### src/rtl/uart_pkg.sv
// Shared UART definitions: FSM state encoding, parity modes and bit-period helper.
// Used by both uart_tx and uart_rx so the two ends always agree on line format.
package uart_pkg;

  localparam logic [2:0] ST_IDLE   = 3'd0;
  localparam logic [2:0] ST_START  = 3'd1;
  localparam logic [2:0] ST_DATA   = 3'd2;
  localparam logic [2:0] ST_PARITY = 3'd3;
  localparam logic [2:0] ST_STOP   = 3'd4;

  typedef enum logic [2:0] {
    S_IDLE   = ST_IDLE,
    S_START  = ST_START,
    S_DATA   = ST_DATA,
    S_PARITY = ST_PARITY,
    S_STOP   = ST_STOP
  } state_t;

  localparam int PAR_NONE = 0;
  localparam int PAR_EVEN = 1;
  localparam int PAR_ODD  = 2;

  // Bit length in system clocks; integer divide, remainder is dropped.
  function automatic int bit_timer_lim(input int clkfreq, input int baudrate);
    return clkfreq / baudrate;
  endfunction

endpackage

### src/rtl/uart_baud_timer.sv
// Bit-period counter: counts 0..c_lim-1 and flags the last clock of each bit.
// Held at zero while clr is high so the first bit after idle is full length.
module uart_baud_timer #(
  parameter int c_lim = 868
) (
  input  logic clk,
  input  logic rst_n,
  input  logic clr,
  output logic tc
);

  localparam int CW = (c_lim > 1) ? $clog2(c_lim) : 1;

  if (c_lim < 1) begin : g_bad_lim
    $error("uart_baud_timer: c_lim must be at least 1");
  end

  logic [CW-1:0] cnt_reg;

  assign tc = (cnt_reg == CW'(c_lim - 1));

  always_ff @(posedge clk or negedge rst_n) begin
    if (!rst_n) begin
      cnt_reg <= '0;
    end else if (clr || tc) begin
      cnt_reg <= '0;
    end else begin
      cnt_reg <= cnt_reg + 1'b1;
    end
  end

endmodule

### src/rtl/uart_tx.sv
// UART transmitter: start bit, 8 data bits LSB first, optional parity, 1-2 stop bits.
// Every output comes straight from a flop, so the TX pin never glitches.
module uart_tx
  import uart_pkg::*;
#(
  parameter int c_clkfreq  = 100_000_000,
  parameter int c_baudrate = 115_200,
  parameter int c_parity   = 0,
  parameter int c_stopbits = 1
) (
  input  logic       clk,
  input  logic       rst_n,
  input  logic [7:0] din_i,
  input  logic       tx_start_i,
  output logic       tx_o,
  output logic       tx_busy_o,
  output logic       tx_done_tick_o
);

  localparam int L = bit_timer_lim(c_clkfreq, c_baudrate);

  if (c_parity < PAR_NONE || c_parity > PAR_ODD) begin : g_bad_parity
    $error("uart_tx: c_parity must be 0 (none), 1 (even) or 2 (odd)");
  end
  if (c_stopbits < 1 || c_stopbits > 2) begin : g_bad_stopbits
    $error("uart_tx: c_stopbits must be 1 or 2");
  end

  state_t     state_reg;
  logic [7:0] data_reg;
  logic       par_reg;
  logic [2:0] idx_reg;
  logic       stop_idx_reg;
  logic       tx_reg;
  logic       busy_reg;
  logic       done_reg;
  logic       bit_tc;

  uart_baud_timer #(
    .c_lim(L)
  ) u_baud_timer (
    .clk  (clk),
    .rst_n(rst_n),
    .clr  (state_reg == S_IDLE),
    .tc   (bit_tc)
  );

  always_ff @(posedge clk or negedge rst_n) begin
    if (!rst_n) begin
      state_reg    <= S_IDLE;
      data_reg     <= '0;
      par_reg      <= 1'b0;
      idx_reg      <= '0;
      stop_idx_reg <= 1'b0;
      tx_reg       <= 1'b1;
      busy_reg     <= 1'b0;
      done_reg     <= 1'b0;
    end else begin
      done_reg <= 1'b0;
      case (state_reg)
        S_IDLE: begin
          tx_reg <= 1'b1;
          if (tx_start_i) begin
            data_reg     <= din_i;
            par_reg      <= (c_parity == PAR_ODD) ? ~^din_i : ^din_i;
            idx_reg      <= '0;
            stop_idx_reg <= 1'b0;
            tx_reg       <= 1'b0;
            busy_reg     <= 1'b1;
            state_reg    <= S_START;
          end
        end
        S_START: begin
          if (bit_tc) begin
            tx_reg    <= data_reg[0];
            state_reg <= S_DATA;
          end
        end
        S_DATA: begin
          if (bit_tc) begin
            if (idx_reg == 3'd7) begin
              // Parity slot only exists when a parity mode is configured.
              if (c_parity != PAR_NONE) begin
                tx_reg    <= par_reg;
                state_reg <= S_PARITY;
              end else begin
                tx_reg    <= 1'b1;
                state_reg <= S_STOP;
              end
            end else begin
              idx_reg <= idx_reg + 3'd1;
              tx_reg  <= data_reg[idx_reg + 3'd1];
            end
          end
        end
        S_PARITY: begin
          if (bit_tc) begin
            tx_reg    <= 1'b1;
            state_reg <= S_STOP;
          end
        end
        S_STOP: begin
          if (bit_tc) begin
            if (stop_idx_reg == 1'(c_stopbits - 1)) begin
              busy_reg  <= 1'b0;
              done_reg  <= 1'b1;
              state_reg <= S_IDLE;
            end else begin
              stop_idx_reg <= 1'b1;
            end
          end
        end
        default: begin
          tx_reg    <= 1'b1;
          busy_reg  <= 1'b0;
          state_reg <= S_IDLE;
        end
      endcase
    end
  end

  assign tx_o           = tx_reg;
  assign tx_busy_o      = busy_reg;
  assign tx_done_tick_o = done_reg;

endmodule

### config.mk
export PLATFORM = sky130hd
export DESIGN_NAME = uart_tx
export DESIGN_NICKNAME = d
export VERILOG_FILES = /design/src/rtl/uart_pkg.sv /design/src/rtl/uart_baud_timer.sv /design/src/rtl/uart_tx.sv
export SDC_FILE = /design/constraint.sdc
export NUM_CORES = 1
export LEC_CHECK = 0
export ABC_AREA = 1
export CAP_MARGIN = 20
export CORE_MARGIN = 3
export CORE_UTILIZATION = 45
export CTS_CLUSTER_DIAMETER = 150
export DETAILED_ROUTE_END_ITERATION = 12
export PLACE_DENSITY = 0.74
export REMOVE_ABC_BUFFERS = 1
export SLEW_MARGIN = 20
export SYNTH_ARGS = -nofsm -noshare
export SYNTH_HDL_FRONTEND = slang
export SYNTH_SLANG_ARGS = --single-unit
### constraint.sdc
create_clock -name clk -period 1.33 [get_ports clk]
set_input_delay 0.1995 -clock clk [delete_from_list [all_inputs] [get_ports clk]]
set_output_delay 0.1995 -clock clk [all_outputs]
set_load 0.02 [all_outputs]
==> results of run 1 <==
[final timing paths]
check	from	to	slack [ps]
hold reg to reg	tx_busy_o	tx_busy_o	500
max in group asynchronous	rst_n	tx_o	870
min in group clk	din_i[5]	data_reg[5]	480
hold / removal	rst_n	u_baud_timer.cnt_reg[3]	210
setup / recovery	state_reg[1]	state_reg[1]	-90
setup reg to reg	state_reg[1]	state_reg[1]	-90
[cell families (layout without fill, tap and decap cells)]
| family | Yosys count | in the layout | share of synthesized area (%) |
|---|---|---|---|
| compound gates | 9 | 9 | 4.121 |
| xor+xnor | 5 | 5 | 3.205 |
| fa+ha+maj | 3 | 3 | 2.748 |
| buf+inv | 20 | 64 | 6.044 |
| flops | 27 | 27 | 49.54 |
| mux | 8 | 8 | 8.792 |
| simple gates | 78 | 78 | 25.55 |
[cells in the mapped netlist]
cell type	number	area (µm²)
nand2_1	36	135.1
dfrtp_1	26	650.6
inv_1	19	71.32
nor2_1	18	67.56
nand3_1	12	60.06
mux2_4	8	120.1
a21oi_1	4	20.02
xor2_1	4	35.03
ha_1	3	37.54
nand2_2	3	18.77
nor3_1	2	10.01
o31ai_1	2	15.01
a211oi_1	1	7.510
a21oi_2	1	8.760
buf_6	1	11.26
dfstp_2	1	26.28
nand3_2	1	10.01
nand3b_1	1	7.510
nand4_1	1	6.260
nor2_2	1	6.260
nor2_4	1	11.26
nor3_2	1	10.01
nor4_1	1	6.260
o21ai_0	1	5.000
xnor2_1	1	8.760
[power by group through the flow]
| stage | clock (µW) | combinational, µW | sequential [µW] |
|---|---|---|---|
| final | 346 | 2500 | 1320 |
| after global routing | 391 | 2710 | 1360 |
| after CTS | 362 | 2060 | 1310 |
| after detailed placement | 0 | 1830 | 1320 |
| after global placement | 0 | 1770 | 1310 |
| after floorplan | 0 | 1140 | 1360 |
[final cells by class]
type / count / share of cell area, %
Timing Repair Buffer: 41 / 18.93
Inverter: 19 / 3.685
Multi-Input combinational cell: 103 / 40.35
Clock buffer: 4 / 1.312
Tap cell: 31 / 1.936
Sequential cell: 27 / 33.79
[routing by layer]
layer / wire [µm] / track usage, %
met1: 1248 / 17.75
met2: 1784 / 29.91
met3: 109 / 2.935
met4: 54 / 9.288
met5: 0 / 0
[through the flow]
stage	TNS, ps	hold WS (ps)
after floorplan	-350.9	-96.09
after global placement	-454.1	474.4
after detailed placement	-840.8	488.4
after CTS	-688.7	218.5
after global routing	-1936	205.4
final	-817.1	211.6
[worst reg2reg max path, cell delays in order, from the launching register on]
cell and delay, ps:
dfrtp_1 430, buf_4 170, nand2_2 110, nor2_4 60, buf_4 140, nand2_4 100, nand2_4 60, nor2_4 90
nand2_1 60, nand2_1 60, nand2_1 50
[timing repair]
| action | in CTS | in global routing |
|---|---|---|
| pin swaps | 15 | 14 |
| endpoints found under the setup margin | 15 | 26 |
| gates cloned | 0 | 1 |
| hold buffers | 0 | 0 |
| resized for setup | 26 | 32 |
| setup buffers | 2 | 7 |
==> impl_metrics.tcl, run 1 <==
set metrics [dict create \
    cts_tree "yes" \
    maxCapViolations 0 \
    maxSlewViolCount 0 \
    finClkSkew_ps 3.621 \
    start_kind "register" \
    status "complete, but fails checks" \
    syn-instance-count 150 \
    ctsRootBufferMaster "clkbuf_4" \
    crit_type "register to register" \
    row_count 19 \
    slew-limit-headroom_pct 80.13 \
    areaGrowthSynthToFinish_pct 46.61 \
    worst_slew_pin_slew_ps 296.4 \
    postLayoutCoreUtil_pct 70.81 \
    placed_area_um2 1684 \
    detail-route-antenna-nets 0 \
    grt_use_total_pct 16.44 \
    vias_per_cell 5.289 \
    fin_cells 225 \
    synth_area_um2 1366 \
    core_um2 2829 \
    drt_iter0_markers 60 \
    final_common_cell "dfrtp_1" \
    crit_chain "buf_4 -> nand2_2 -> nor2_4 -> buf_4 -> nand2_4 -> nand2_4 -> nor2_4 -> nand2_1 -> nand2_1 -> nand2_1" \
    clock_sinks 27 \
    clk_pin_slew_ps 140 \
    ys_types 25 \
    crit_path_max_incr_delay_ps 430 \
    drive_gt1_share_pct 43.30 \
    cts.path.max_buffers 2 \
    setup_viol 15 \
    antenna_found_initial 0 \
    wire_per_inst_um 14.20 \
    swShare_pct 41.32 \
    nFillCells 212 \
    final_cell_mix "26 x dfrtp_1, 25 x nand2_1, 24 x buf_4" \
    pwr_density_cell_nw_per_um2 2083 \
    post-dp-hpwl_mm 1.993 \
    vdd_drop_max_mv 1.292 \
    die_h_um 61.10 \
    clkPwrFrac_pct 8.3 \
    avgSynthCellArea_um2 9.109 \
    fin_ws_ps -86.16 \
    vias 1190 \
    grt_pass1_wl_mm 4.609 \
    num_io_pins 14 \
    required_ps 1550 \
    fin_crit_sh_pct 106.5 \
    cts_buffers 3 \
    yosysSeqAreaShare_pct 49.54 \
    nets 209 \
    grt_pass1_vias 1139 \
    cpMaxStageDelayCell "dfrtp_1" \
    combinationalPowerShare_pct 60.0 \
    min_period_ps 1416 \
    hold_class "input pin to async pin" \
    gp_congestion 0.9280 \
    grt.overflow.total 0 \
    drt_wl_total_mm 3.196 \
    regArea_um2 676.9 \
    rsz0062_at_grt "true" \
    fmaxAchievable_ghz 0.7061 \
    cts_max_level 1 \
    floorplan.die_area_um2 3733 \
    cp.depth 10 \
    p_switching_uw 1724 \
    num_antenna_cells 0 \
    start_util_pct 48.30 \
    crit_top_cell "nand2_1" \
    leakage_uw 0.001002 \
    die_w_um 61.10 \
    worst-path-buf-inv 2 \
    largest_reg_flops 10 \
    path_delay_family "simple AND/OR/NAND/NOR gates" \
    dp.cells 211 \
    drc 0 \
    finalHoldViolations 0 \
    final_area_um2 2003 \
    failed_checks "setup timing" \
    grt_max_degree 28 \
    port_buffers 13 \
    yosys_warnings 0 \
    seqPwrFrac_pct 31.7 \
    internal_power_uw 2449 \
    synth-seq-cells 27 \
    clk_latency_ps 320 \
    multi_input_area_um2 808.3 \
    crit_fanout 5 \
    reg2regPathDepth 10 \
    crit_path_end_kind "register" \
    dr.pass1.iters 5 \
    critical_path_arrival_ps 1640 \
    place_ws_ps -165.3 \
    total_power_uw 4173 \
]
(Power assumes the default switching activity.)
==> inputs of run 2 (changes only) <==
--- a/config.mk
+++ b/config.mk
@@ -12,6 +12,7 @@
 export CTS_CLUSTER_DIAMETER = 150
 export DETAILED_ROUTE_END_ITERATION = 12
 export PLACE_DENSITY = 0.74
+export RECOVER_POWER = 25
 export REMOVE_ABC_BUFFERS = 1
 export SLEW_MARGIN = 20
 export SYNTH_ARGS = -nofsm -noshare
==> run 2 against run 1 <==
Compared with the run above: the flow still finishes with violations (setup timing); routed wire length barely moved; global-route usage did not move; count of clock-buffer cells in the layout did not move; cell area fell by 0.75%; clock skew barely moved; die area did not move; sequential cell count did not move; sequential share of layout area rose by 0.26 points; cell count did not move; via count fell by 0.34%.
==> impl_metrics.tcl, run 2 (synthesis gave the netlist of run 1 again) <==
set metrics [dict create \
    status "complete, but fails checks" \
    failed_checks "setup timing" \
    crit_type "register to register" \
    top_layer "met4" \
    postLayoutCoreUtil_pct 70.28 \
    floorplan.die_area_um2 3733 \
    port_buffers 13 \
    drt_iter0_markers 60 \
    final_common_cell "dfrtp_1" \
    largest_reg_flops 10 \
    row_count 19 \
    fin_crit_sh_pct 106.5 \
    required_ps 1550 \
    grt_pass1_vias 1139 \
    finalHoldViolations 0 \
    crit_fanout 5 \
    cts_tree "yes" \
    clk_latency_ps 320 \
    dr.pass1.iters 5 \
    grt.overflow.total 0 \
    rsz0062_at_grt "true" \
    gp_congestion 0.9280 \
    wire_per_inst_um 14.21 \
    min_period_ps 1416 \
    detail-route-antenna-nets 0 \
    num_antenna_cells 0 \
    vias 1186 \
    hold_class "input pin to async pin" \
    nFillCells 214 \
    cts_max_level 1 \
    wl_met3_um 109 \
    slew-limit-headroom_pct 54.18 \
    post-dp-hpwl_mm 1.993 \
    grt_pass1_wl_mm 4.609 \
    clk_pin_slew_ps 140 \
    wl_met2_mm 1.783 \
    start_util_pct 48.30 \
    areaGrowthSynthToFinish_pct 45.51 \
    drt_wl_total_mm 3.197 \
    pwr_density_cell_nw_per_um2 2096 \
    leakage_uw 0.0009972 \
    antenna_found_initial 0 \
    setup_viol 15 \
    fin_setup_tns_ps -814.2 \
    cts.path.max_buffers 2 \
    nets 209 \
    die_h_um 61.10 \
    cts_buffers 3 \
    final_cell_mix "26 x dfrtp_1, 25 x nand2_1, 24 x buf_4" \
    vdd_drop_max_mv 1.291 \
    clock_sinks 27 \
    total_power_uw 4166 \
    fmaxAchievable_ghz 0.7062 \
    fin_ws_ps -86.01 \
    worst_slew_pin_slew_ps 687.4 \
    maxSlewViolCount 0 \
    grt_use_total_pct 16.44 \
    cts-hold-fix-buffers 0 \
    crit_path_end_kind "register" \
    die_w_um 61.10 \
    core_um2 2829 \
    drive_gt1_share_pct 43.30 \
    drc 0 \
    maxCapViolations 0 \
    grt_max_degree 28 \
    place_ws_ps -165.3 \
    critical_path_arrival_ps 1640 \
    finClkSkew_ps 3.600 \
    ctsRootBufferMaster "clkbuf_4" \
    start_kind "register" \
    drt-met1-wl_mm 1.250 \
    num_io_pins 14 \
    dp.cells 211 \
    vias_per_cell 5.271 \
    fin_cells 225 \
]
==> run 2: critical path, stage by stage, from the launching register on <==
cell and delay, ps:
dfrtp_1 430, buf_4 170, nand2_2 110, nor2_4 60, buf_4 140, nand2_4 100, nand2_4 60, nor2_4 90
nand2_1 60, nand2_1 60, nand2_1 50
==> run 2: final timing paths <==
path,startpoint,end,slack [ps],cells after the start
worst max-delay path,state_reg[1],state_reg[1],-90,10
worst min register to register,tx_busy_o,tx_busy_o,500,2
worst max register to register,state_reg[1],state_reg[1],-90,10
min in group clk,din_i[5],data_reg[5],480,2
worst min-delay path,rst_n,u_baud_timer.cnt_reg[3],430,2
max in group asynchronous,rst_n,data_reg[0],450,2
==> run 2: per-layer routing <==
metal  vias to the layer above  track usage (%)
li1                        567                -
met1                       584            17.75
met2                        29            29.91
met3                         6            2.935
met4                         0            9.288
met5                         -                0
==> run 2: stage by stage <==
step / hold WS (ps) / area [µm²]
after floorplan: -96.09 / 1355
after global placement: 474.4 / 1684
after detailed placement: 488.4 / 1684
after CTS: 218.5 / 1793
after global routing: 459.2 / 1988
final: 431.6 / 1988
==> run 2: area by class of cell <==
cell class              instances  area (µm²)  share of cell area (%)
clock buffers                   4       26.28                   1.322
flip-flops and latches         27       676.9                   34.05
repair buffers                 41       364.1                   18.31
well taps                      31       38.79                   1.951
inverters                      19       73.82                   3.713
multi-input cells             103       808.3                   40.65
==> run 2: report_power, final <==
part           switching, µW  internal, µW
sequential               197          1130
combinational           1300          1200
clock                    228           117
total                   1720          2440
==> run 2: repair_timing <==
item                                    CTS  global route
pin swaps                                15            14
buffers inserted                          2             7
resized for setup                        26            32
cloned                                    0             1
endpoints found under the hold margin     0             0
endpoints found under the setup margin   15            26
==> inputs of run 3 (changes only) <==
--- a/config.mk
+++ b/config.mk
@@ -7,7 +7,6 @@
 export LEC_CHECK = 0
 export ABC_AREA = 1
 export CAP_MARGIN = 20
-export CORE_MARGIN = 3
 export CORE_UTILIZATION = 45
 export CTS_CLUSTER_DIAMETER = 150
 export DETAILED_ROUTE_END_ITERATION = 12
==> run 3 against run 2 <==
Compared with the run above: the run still ends with setup timing left; sequential share of layout area is 0.32 points lower; utilization is 1.4 points higher; setup slack worse by 100 ps; total power is 4.5% higher; critical endpoint is now state_reg[2]; largest power group unchanged.
==> impl_metrics.tcl, run 3 (synthesis gave the netlist of run 1 again) <==
set metrics [dict create \
    status "complete, but fails checks" \
    failed_checks "setup timing" \
    cts-hold-fix-buffers 0 \
    internal_power_uw 2518 \
    vdd_drop_max_mv 1.158 \
    clk_pin_slew_ps 140 \
    finalHoldViolations 0 \
    swShare_pct 42.19 \
    crit_path_max_incr_delay_ps 430 \
    crit_path_end_kind "register" \
    placed_area_um2 1667 \
    floorplan.die_area_um2 3260 \
    final_common_cell "buf_4" \
    cpMaxStageDelayCell "dfrtp_1" \
    maxCapViolations 0 \
    finClkSkew_ps 3.328 \
    cts_tree "yes" \
    num_io_pins 14 \
    port_buffers 13 \
    required_ps 1540 \
    grt_use_total_pct 19.95 \
    seqPwrFrac_pct 31.3 \
    clkPwrFrac_pct 8.0 \
    grt.overflow.total 0 \
    pwr_density_cell_nw_per_um2 2166 \
    wire_per_inst_um 15.24 \
    drc 0 \
    num_antenna_cells 0 \
    nets 215 \
    crit_type "register to register" \
    detail-route-antenna-nets 0 \
    postLayoutCoreUtil_pct 71.68 \
    row_count 19 \
    clk_latency_ps 310 \
    critical_path_arrival_ps 1730 \
    fin_setup_tns_ps -2053 \
    cts_buffers 3 \
    fin_cells 231 \
    die_w_um 57.10 \
    p_switching_uw 1838 \
    grt_max_degree 20 \
    final_area_um2 2011 \
    largest_reg_flops 10 \
    setup_viol 26 \
    nFillCells 203 \
    drt_wl_total_mm 3.520 \
    fin_ws_ps -189.2 \
    min_period_ps 1519 \
    rsz0062_at_grt "true" \
    clock_sinks 27 \
    crit_top_cell "nand2_2" \
    antenna_found_initial 0 \
    drive_gt1_share_pct 44.00 \
    fin_crit_sh_pct 114.2 \
    vias_per_cell 5.264 \
    vias 1216 \
    grt_pass1_vias 1146 \
    drt_iter0_markers 54 \
    worst_slew_pin_slew_ps 441.6 \
    leakage_uw 0.001012 \
    start_kind "register" \
    combinationalPowerShare_pct 60.6 \
    cts.path.max_buffers 2 \
    start_util_pct 48.71 \
    grt_pass1_wl_mm 5.037 \
    dp.cells 212 \
    die_h_um 57.10 \
    gp_congestion 0.8188 \
    cts_max_level 1 \
    hold_class "input pin to async pin" \
    areaGrowthSynthToFinish_pct 47.16 \
    slew-limit-headroom_pct 70.56 \
    final_cell_mix "26 x buf_4, 25 x dfrtp_1, 24 x nand2_1" \
    post-dp-hpwl_mm 2.052 \
    crit_chain "buf_4 -> nor3_1 -> nand2_2 -> nand2_2 -> nor2_4 -> nand3b_1 -> nand2_1" \
    crit_fanout 4 \
    fmaxAchievable_ghz 0.6583 \
    core_um2 2805 \
    dr.pass1.iters 4 \
    ctsRootBufferMaster "clkbuf_4" \
    maxSlewViolCount 0 \
]
run 3: power by group through the flow:
| stage | registers [µW] | logic, µW | clock network, µW |
|---|---|---|---|
| after global routing | 1390 | 2850 | 381 |
| final | 1360 | 2640 | 350 |
| after CTS | 1340 | 2110 | 354 |
| after detailed placement | 1330 | 1780 | 0 |
| after global placement | 1320 | 1710 | 0 |
| after floorplan | 1360 | 1140 | 0 |
run 3: area by class of cell:
class	count	area [µm²]	share of cell area, %
timing repair buffer	47	409.1	20.35
inverter	19	73.82	3.671
tap	31	38.79	1.929
multi-input combinational	103	784.5	39.02
clock buffer	4	26.28	1.307
sequential	27	678.2	33.73
run 3: final timing paths:
| kind | start | end | slack, ps | cells past startpoint |
|---|---|---|---|---|
| worst max-delay path | state_reg[0] | state_reg[2] | -190 | 7 |
| worst min-delay path | rst_n | u_baud_timer.cnt_reg[6] | 300 | 2 |
| worst max register to register | state_reg[0] | state_reg[2] | -190 | 7 |
| worst min register to register | data_reg[5] | data_reg[5] | 540 | 1 |
| max in group asynchronous | rst_n | tx_o | 660 | 2 |
| min in group clk | din_i[2] | data_reg[2] | 490 | 2 |
run 3: per-layer routing:
layer	GRT usage, %	routed length (µm)	up-vias	share of wire [%]
met5	0	0	-	0
met3	2.721	147	11	4.2
met4	3.833	88	0	2.5
li1	-	-	577	-
met1	25.56	1448	587	41
met2	36.30	1836	41	52
run 3: worst max-delay path, delay by kind of cell (launching register included):
kind / cells / cell delay, ps
buf+inv: 1 / 170
flops: 1 / 430
simple gates: 6 / 820
run 3: through the flow:
step | hold WS, ps | total power (µW) | worst slack (ps)
CTS | 173.2 | 3802 | -115.0
global placement | 489.7 | 3026 | -119.6
finish | 297.1 | 4356 | -189.2
detailed placement | 497.8 | 3118 | -175.3
floorplan | -96.09 | 2502 | -73.58
global route | 332.0 | 4617 | -334.6
run 3: repair_timing:
| action | CTS | global route |
|---|---|---|
| endpoints found under the setup margin | 27 | 27 |
| gates resized for setup | 34 | 26 |
| buffers inserted | 5 | 10 |
| endpoints found under the hold margin | 0 | 0 |
| pin swaps | 12 | 9 |
